**config.mk**
```make
export PLATFORM = sky130hd
export DESIGN_NAME = mem_req_master
export DESIGN_NICKNAME = d
export VERILOG_FILES = /design/src/rtl/mem_req_master.sv
export SDC_FILE = /design/constraint.sdc
export NUM_CORES = 1
export LEC_CHECK = 0
export BUFFER_PORTS_ARGS = -buffer_cell sky130_fd_sc_hd__buf_2
export CAP_MARGIN = 30
export CORE_MARGIN = 1
export CORE_UTILIZATION = 57
export DETAILED_ROUTE_END_ITERATION = 8
export PLACE_DENSITY = 0.95
export SLEW_MARGIN = 10
export SYNTH_ARGS = -nofsm -noshare
export SYNTH_HDL_FRONTEND = slang
export SYNTH_SLANG_ARGS = --single-unit
export TNS_END_PERCENT = 1
```
**constraint.sdc**
```tcl
create_clock -name clk -period 4.57 [get_ports clk]
set_input_delay 0.2285 -clock clk [delete_from_list [all_inputs] [get_ports clk]]
set_output_delay 0.2285 -clock clk [all_outputs]
set_load 0.03 [all_outputs]
```
**src/rtl/mem_req_master.sv**
```systemverilog
// Load/store initiator for the 64-bit byte-addressed data memory; sub-dword stores use read-modify-write.
// Latency: 3 cycles for loads and dword stores, 5 for sub-dword stores, 1 for range errors; one request at a time.
module mem_req_master #(
    parameter int DATA_W    = 64,
    parameter int MEM_DEPTH = 1024,
    parameter int TIMEOUT   = 16
) (
    input  logic              clk,
    input  logic              rst_n,
    input  logic              req_valid,
    output logic              req_ready,
    input  logic              req_we,
    input  logic [1:0]        req_size,
    input  logic              req_signed,
    input  logic [DATA_W-1:0] req_addr,
    input  logic [DATA_W-1:0] req_wdata,
    output logic              resp_valid,
    output logic [DATA_W-1:0] resp_data,
    output logic [1:0]        resp_err,
    output logic              mem_rd_en,
    output logic              mem_wr_en,
    output logic [DATA_W-1:0] mem_addr,
    output logic [DATA_W-1:0] mem_wr_data,
    input  logic [DATA_W-1:0] mem_rd_data,
    input  logic              mem_rd_done,
    input  logic              mem_wr_done
);
    localparam int CNT_W = (TIMEOUT > 2) ? $clog2(TIMEOUT) : 1;
    localparam logic [CNT_W-1:0] CNT_LAST = CNT_W'(TIMEOUT - 1);

    localparam logic [1:0] ERR_OK      = 2'd0;
    localparam logic [1:0] ERR_RANGE   = 2'd1;
    localparam logic [1:0] ERR_TIMEOUT = 2'd2;

    typedef enum logic [1:0] {IDLE, RD_WAIT, WR_WAIT, RESP} state_t;

    state_t            state;
    logic              lat_we;
    logic [1:0]        lat_size;
    logic              lat_signed;
    logic [DATA_W-1:0] lat_wdata;
    logic [CNT_W-1:0]  cnt;

    logic [DATA_W:0]   end_addr;
    logic              range_err;
    logic [DATA_W-1:0] lane_mask;
    logic [DATA_W-1:0] load_data;
    logic [DATA_W-1:0] merge_data;
    logic              sign_bit;

    assign req_ready = (state == IDLE);

    // One extra bit so addresses near the top of the 64-bit space cannot wrap past the check.
    assign end_addr  = {1'b0, req_addr} + (DATA_W+1)'(8);
    assign range_err = end_addr > (DATA_W+1)'(MEM_DEPTH);

    always_comb begin
        lane_mask = '1;
        sign_bit  = mem_rd_data[DATA_W-1];
        case (lat_size)
            2'd0: begin lane_mask = DATA_W'(64'hFF);       sign_bit = mem_rd_data[7];  end
            2'd1: begin lane_mask = DATA_W'(64'hFFFF);     sign_bit = mem_rd_data[15]; end
            2'd2: begin lane_mask = DATA_W'(64'hFFFF_FFFF); sign_bit = mem_rd_data[31]; end
            default: ;
        endcase
        load_data  = (mem_rd_data & lane_mask) | ((lat_signed && sign_bit) ? ~lane_mask : '0);
        merge_data = (lat_wdata & lane_mask) | (mem_rd_data & ~lane_mask);
    end

    always_ff @(posedge clk or negedge rst_n) begin
        if (!rst_n) begin
            state       <= IDLE;
            lat_we      <= 1'b0;
            lat_size    <= 2'd0;
            lat_signed  <= 1'b0;
            lat_wdata   <= '0;
            cnt         <= '0;
            resp_valid  <= 1'b0;
            resp_data   <= '0;
            resp_err    <= ERR_OK;
            mem_rd_en   <= 1'b0;
            mem_wr_en   <= 1'b0;
            mem_addr    <= '0;
            mem_wr_data <= '0;
        end else begin
            mem_rd_en  <= 1'b0;
            mem_wr_en  <= 1'b0;
            resp_valid <= 1'b0;
            case (state)
                IDLE: if (req_valid) begin
                    lat_we     <= req_we;
                    lat_size   <= req_size;
                    lat_signed <= req_signed;
                    lat_wdata  <= req_wdata;
                    mem_addr   <= req_addr;
                    cnt        <= '0;
                    if (range_err) begin
                        resp_valid <= 1'b1;
                        resp_data  <= '0;
                        resp_err   <= ERR_RANGE;
                        state      <= RESP;
                    end else if (req_we && req_size == 2'd3) begin
                        mem_wr_en   <= 1'b1;
                        mem_wr_data <= req_wdata;
                        state       <= WR_WAIT;
                    end else begin
                        mem_rd_en <= 1'b1;
                        state     <= RD_WAIT;
                    end
                end
                RD_WAIT: if (mem_rd_done) begin
                    if (lat_we) begin
                        mem_wr_en   <= 1'b1;
                        mem_wr_data <= merge_data;
                        cnt         <= '0;
                        state       <= WR_WAIT;
                    end else begin
                        resp_valid <= 1'b1;
                        resp_data  <= load_data;
                        resp_err   <= ERR_OK;
                        state      <= RESP;
                    end
                end else if (cnt == CNT_LAST) begin
                    resp_valid <= 1'b1;
                    resp_data  <= '0;
                    resp_err   <= ERR_TIMEOUT;
                    state      <= RESP;
                end else begin
                    cnt <= cnt + 1'b1;
                end
                WR_WAIT: if (mem_wr_done) begin
                    resp_valid <= 1'b1;
                    resp_data  <= '0;
                    resp_err   <= ERR_OK;
                    state      <= RESP;
                end else if (cnt == CNT_LAST) begin
                    resp_valid <= 1'b1;
                    resp_data  <= '0;
                    resp_err   <= ERR_TIMEOUT;
                    state      <= RESP;
                end else begin
                    cnt <= cnt + 1'b1;
                end
                default: state <= IDLE;
            endcase
        end
    end
endmodule
```
==> out/metrics.csv <==
stage,metric,value,unit
run_status,status,finished clean,
routing,DR iter-0 viols,1636,
placed_design,port bufs,398,
logic_synthesis,Netlist cell types,68,
floorplan,Core Area,23540,um^2
sta,final max-slew violation count,0,
power_and_ir_drop,Clk pwr share,0.186,
logic_synthesis,Post-synth ARST share,1.000,
floorplan,die span in y,157.2,um
clocking,CTS root buf,clkbuf_16,
routing,post-route ant nets,0,
routing,wire per inst,24.18,um
critical_path,arrival time worst endpoint,4.69,ns
sta,Fin. Hold Viols,0,
floorplan,starting density of the core,0.5830,
clocking,CTS tree,built,
final_layout,area of the multi-input gates,6511,um^2
worst_hold_path,Hold WC Path Type,primary input to register,
power_and_ir_drop,leak pwr,0.008683,uW
floorplan,FP Rows,56,
logic_synthesis,post-synth top area cell,dfrtp_1,
final_layout,register area,6782,um^2
clocking,Max Root-Sink Buffers,3,
final_layout,fin nets,1930,
power_and_ir_drop,Max VDD drop,0.0005019,V
floorplan,# IOs,399,
sta,Worst-Margin Slew,0.9380,ns
clocking,TritonCTS Sinks,271,
final_layout,Area Overhead vs Synth,32.72,%
logic_synthesis,Synth top area share,0.4941,
logic_synthesis,Ys Warns,0,
sta,Final setup violation count,0,
clocking,CTS buffer count,29,
critical_path,required time of the worst setup path,4.90,ns
critical_path,CP Launch Type,primary input,
power_and_ir_drop,sw frac,0.4441,
sta,Rel. slew slack,0.3746,
power_and_ir_drop,Seq pwr share,0.329,
power_and_ir_drop,pwr dens,686.8,nW/um^2
logic_synthesis,Post-Syn Area,13730,um^2
power_and_ir_drop,P_int,6955,uW
global_route,pin count of the biggest net entering global routing,123,
sta,Max Clock Freq,229.6,MHz
logic_synthesis,Seq cells post-synth,271,
floorplan,Die W,157.2,um
logic_synthesis,synth top area cells,"dfrtp_1 (49%), mux2_2 (12%), mux2_4 (6.6%), o2bb2ai_1 (3.6%), nand2_1 (3.1%)",
final_layout,share of cells above drive strength 1,0.3909,
clocking,H-tree depth,1,
routing,drt first pass iters,7,
critical_path,Worst Setup End Kind,register,
final_layout,Post-Route Utilization,0.7738,
routing,Routed WL,50020,um
routing,Via Count,13323,
placed_design,DP Wirelength,28020,um
logic_synthesis,syn_area_per_cell,11.22,um^2
global_route,initial antenna violation count,9,
global_route,vias in the first global route,13702,
power_and_ir_drop,Comb pwr share,0.484,
clocking,"CTS clk-pin slew, worst paths",0.06,ns
sta,period utilization,0.9528,
global_route,global-route wire length before repair,77280,um
sta,Period minus WS final,4.355,ns
global_route,GRT Total Usage,0.4113,
global_route,gr ovfl total,0,
logic_synthesis,Post-synth EDFFs,0,
logic_synthesis,"Primary FF master, synth",dfrtp_1,
logic_synthesis,syn_nets,1432,
flow_run,Max Cap Viol,0,
power_and_ir_drop,P_sw,5556,uW
sta,setup TNS,0,ns
logic_synthesis,"Seq/Total Area, Yosys",0.4941,
final_layout,# fillers,1310,
critical_path,CP Class,primary input to register,
critical_path,crit path max fanout,56,
sta,unrepaired setup endpoints after global routing,false,
sta,Final Skew,0.02507,ns
placed_design,GP Congestion,0.8641,
logic_synthesis,post-synthesis cell count,1223,
routing,number of remaining DRC errors,0,
clocking,Skew-Pair Late Insertion Delay,0.57,ns
floorplan,Die Area,24700,um^2
routing,vias per inst,6.439,
[cells in the final DEF (no fill, tap or decap), types with 4 or more instances in the layout]
master,n
a211oi_1,5
a21oi_1,85
a31oi_1,45
a32o_1,8
and2_1,7
and3_1,17
and4_1,7
buf_12,4
buf_2,397
buf_4,8
clkbuf_1,13
clkbuf_16,29
clkbuf_8,5
dfrtp_1,271
diode_2,8
dlygate4sd3_1,137
ha_1,7
inv_1,9
mux2_2,143
mux2_4,60
mux2i_1,22
nand2_1,113
nand2b_1,6
nand3_1,36
nand3_2,5
nand4_1,20
nor2_1,90
nor3_1,16
nor4_1,6
o21ai_0,18
o22ai_1,4
o2bb2ai_1,56
xnor2_1,7
xor2_1,13
[power groups by stage]
stage          logic (uW)  clock network, uW  registers, uW
2_1_floorplan        2720                  0           5220
3_3_place_gp         5420                  0           3920
3_5_place_dp         5650                  0           4000
4_1_cts              5800               2300           4000
5_1_grt              6360               2450           4220
6_report             6060               2330           4120
[kinds of logic after synthesis]
kind of cell               count (synthesis)  synth area share
adders and majority gates                  8          0.007293
xor gates and xnor gates                  20           0.01276
muxes                                    225            0.1990
DFF                                      271            0.4941
AOI/OAI and AO/OA                        256            0.1259
and+or+nand+nor                          351            0.1264
buffers and inverters                     92           0.03455
[routing by layer]
metal / vias up / global-route usage / share of wire
met1: 6339 / 0.4467 / 0.33
li1: 5490 / - / -
met2: 1120 / 0.6448 / 0.46
met5: - / 0.03106 / 0.0026
met3: 362 / 0.1735 / 0.12
met4: 12 / 0.2936 / 0.081
[synth_stat cells (all sizes together), types with 13 or more instances]
| cell type | count |
|---|---|
| nand4 | 21 |
| nand3 | 41 |
| a31oi | 45 |
| nand2 | 114 |
| mux2i | 22 |
| mux2 | 203 |
| o2bb2ai | 56 |
| and3 | 17 |
| nor3 | 18 |
| clkbuf | 53 |
| a21oi | 85 |
| o21ai | 20 |
| xor2 | 13 |
| buf | 29 |
| dfrtp | 271 |
| nor2 | 90 |
[area by class of cell]
| cell class | count | area share |
|---|---|---|
| tap | 319 | 0.02191 |
| antenna | 8 | 0.001099 |
| clock buffer | 47 | 0.04629 |
| timing repair buffer | 549 | 0.1950 |
| multi-input combinational | 860 | 0.3574 |
| sequential | 271 | 0.3723 |
| inverter | 10 | 0.002061 |
| clock inverter | 5 | 0.003915 |
[state kept, by name (all words and copies together), names as in the netlist]
register and count:
resp_err 2, lat_wdata 64, cnt 4, resp_valid 1
mem_rd_en 1, lat_size 2, resp_data 64, mem_addr 64
state 2, mem_wr_data 64, lat_signed 1, lat_we 1
mem_wr_en 1
[critical path, stage by stage]
cell and delay [ns]:
dlygate4sd3_1 0.55, buf_2 0.17, nand4_2 0.26, nor4_4 0.51
nand3_1 0.38, xor2_1 0.31, nand3_1 0.09, or4_1 0.60
nor4_4 0.26, a31oi_1 0.27, o211ai_1 0.33, buf_12 0.33
o2bb2ai_1 0.35
[timing repair]
action,4_1_cts,5_1_grt
endpoints found under the hold margin,256,0
endpoints found under the setup margin,0,3
setup buffers,0,0
hold buffers,137,0
gates resized for setup,0,1
[final timing paths]
check,from,to,slack [ns],depth (start not counted)
max,req_addr[3],resp_data[20],0.22,13
min,req_valid,state[1],0.005,2
max reg2reg,state[1],resp_data[20],1.26,7
min reg2reg,mem_addr[7],mem_addr[7],0.48,2
max in group asynchronous,rst_n,mem_addr[25],3.04,3
min in group asynchronous,rst_n,lat_wdata[34],0.34,2
[stage by stage]
step / instances / total power [uW] / instance area [um^2] / hold WS (ns) / worst slack (ns)
3_3_place_gp: 1870 / 9341 / 15870 / 0.3751 / 0.4723
3_5_place_dp: 1872 / 9655 / 15900 / 0.3709 / 0.3838
6_report: 2069 / 12510 / 18220 / 0.004677 / 0.2155
5_1_grt: 2064 / 13020 / 18200 / 0.002830 / 0.04485
4_1_cts: 2061 / 12090 / 18190 / 0.00007461 / 0.3936
2_1_floorplan: 1223 / 7948 / 13730 / -0.06709 / 1.204
Note: power is estimated with default switching activity, not from simulation.
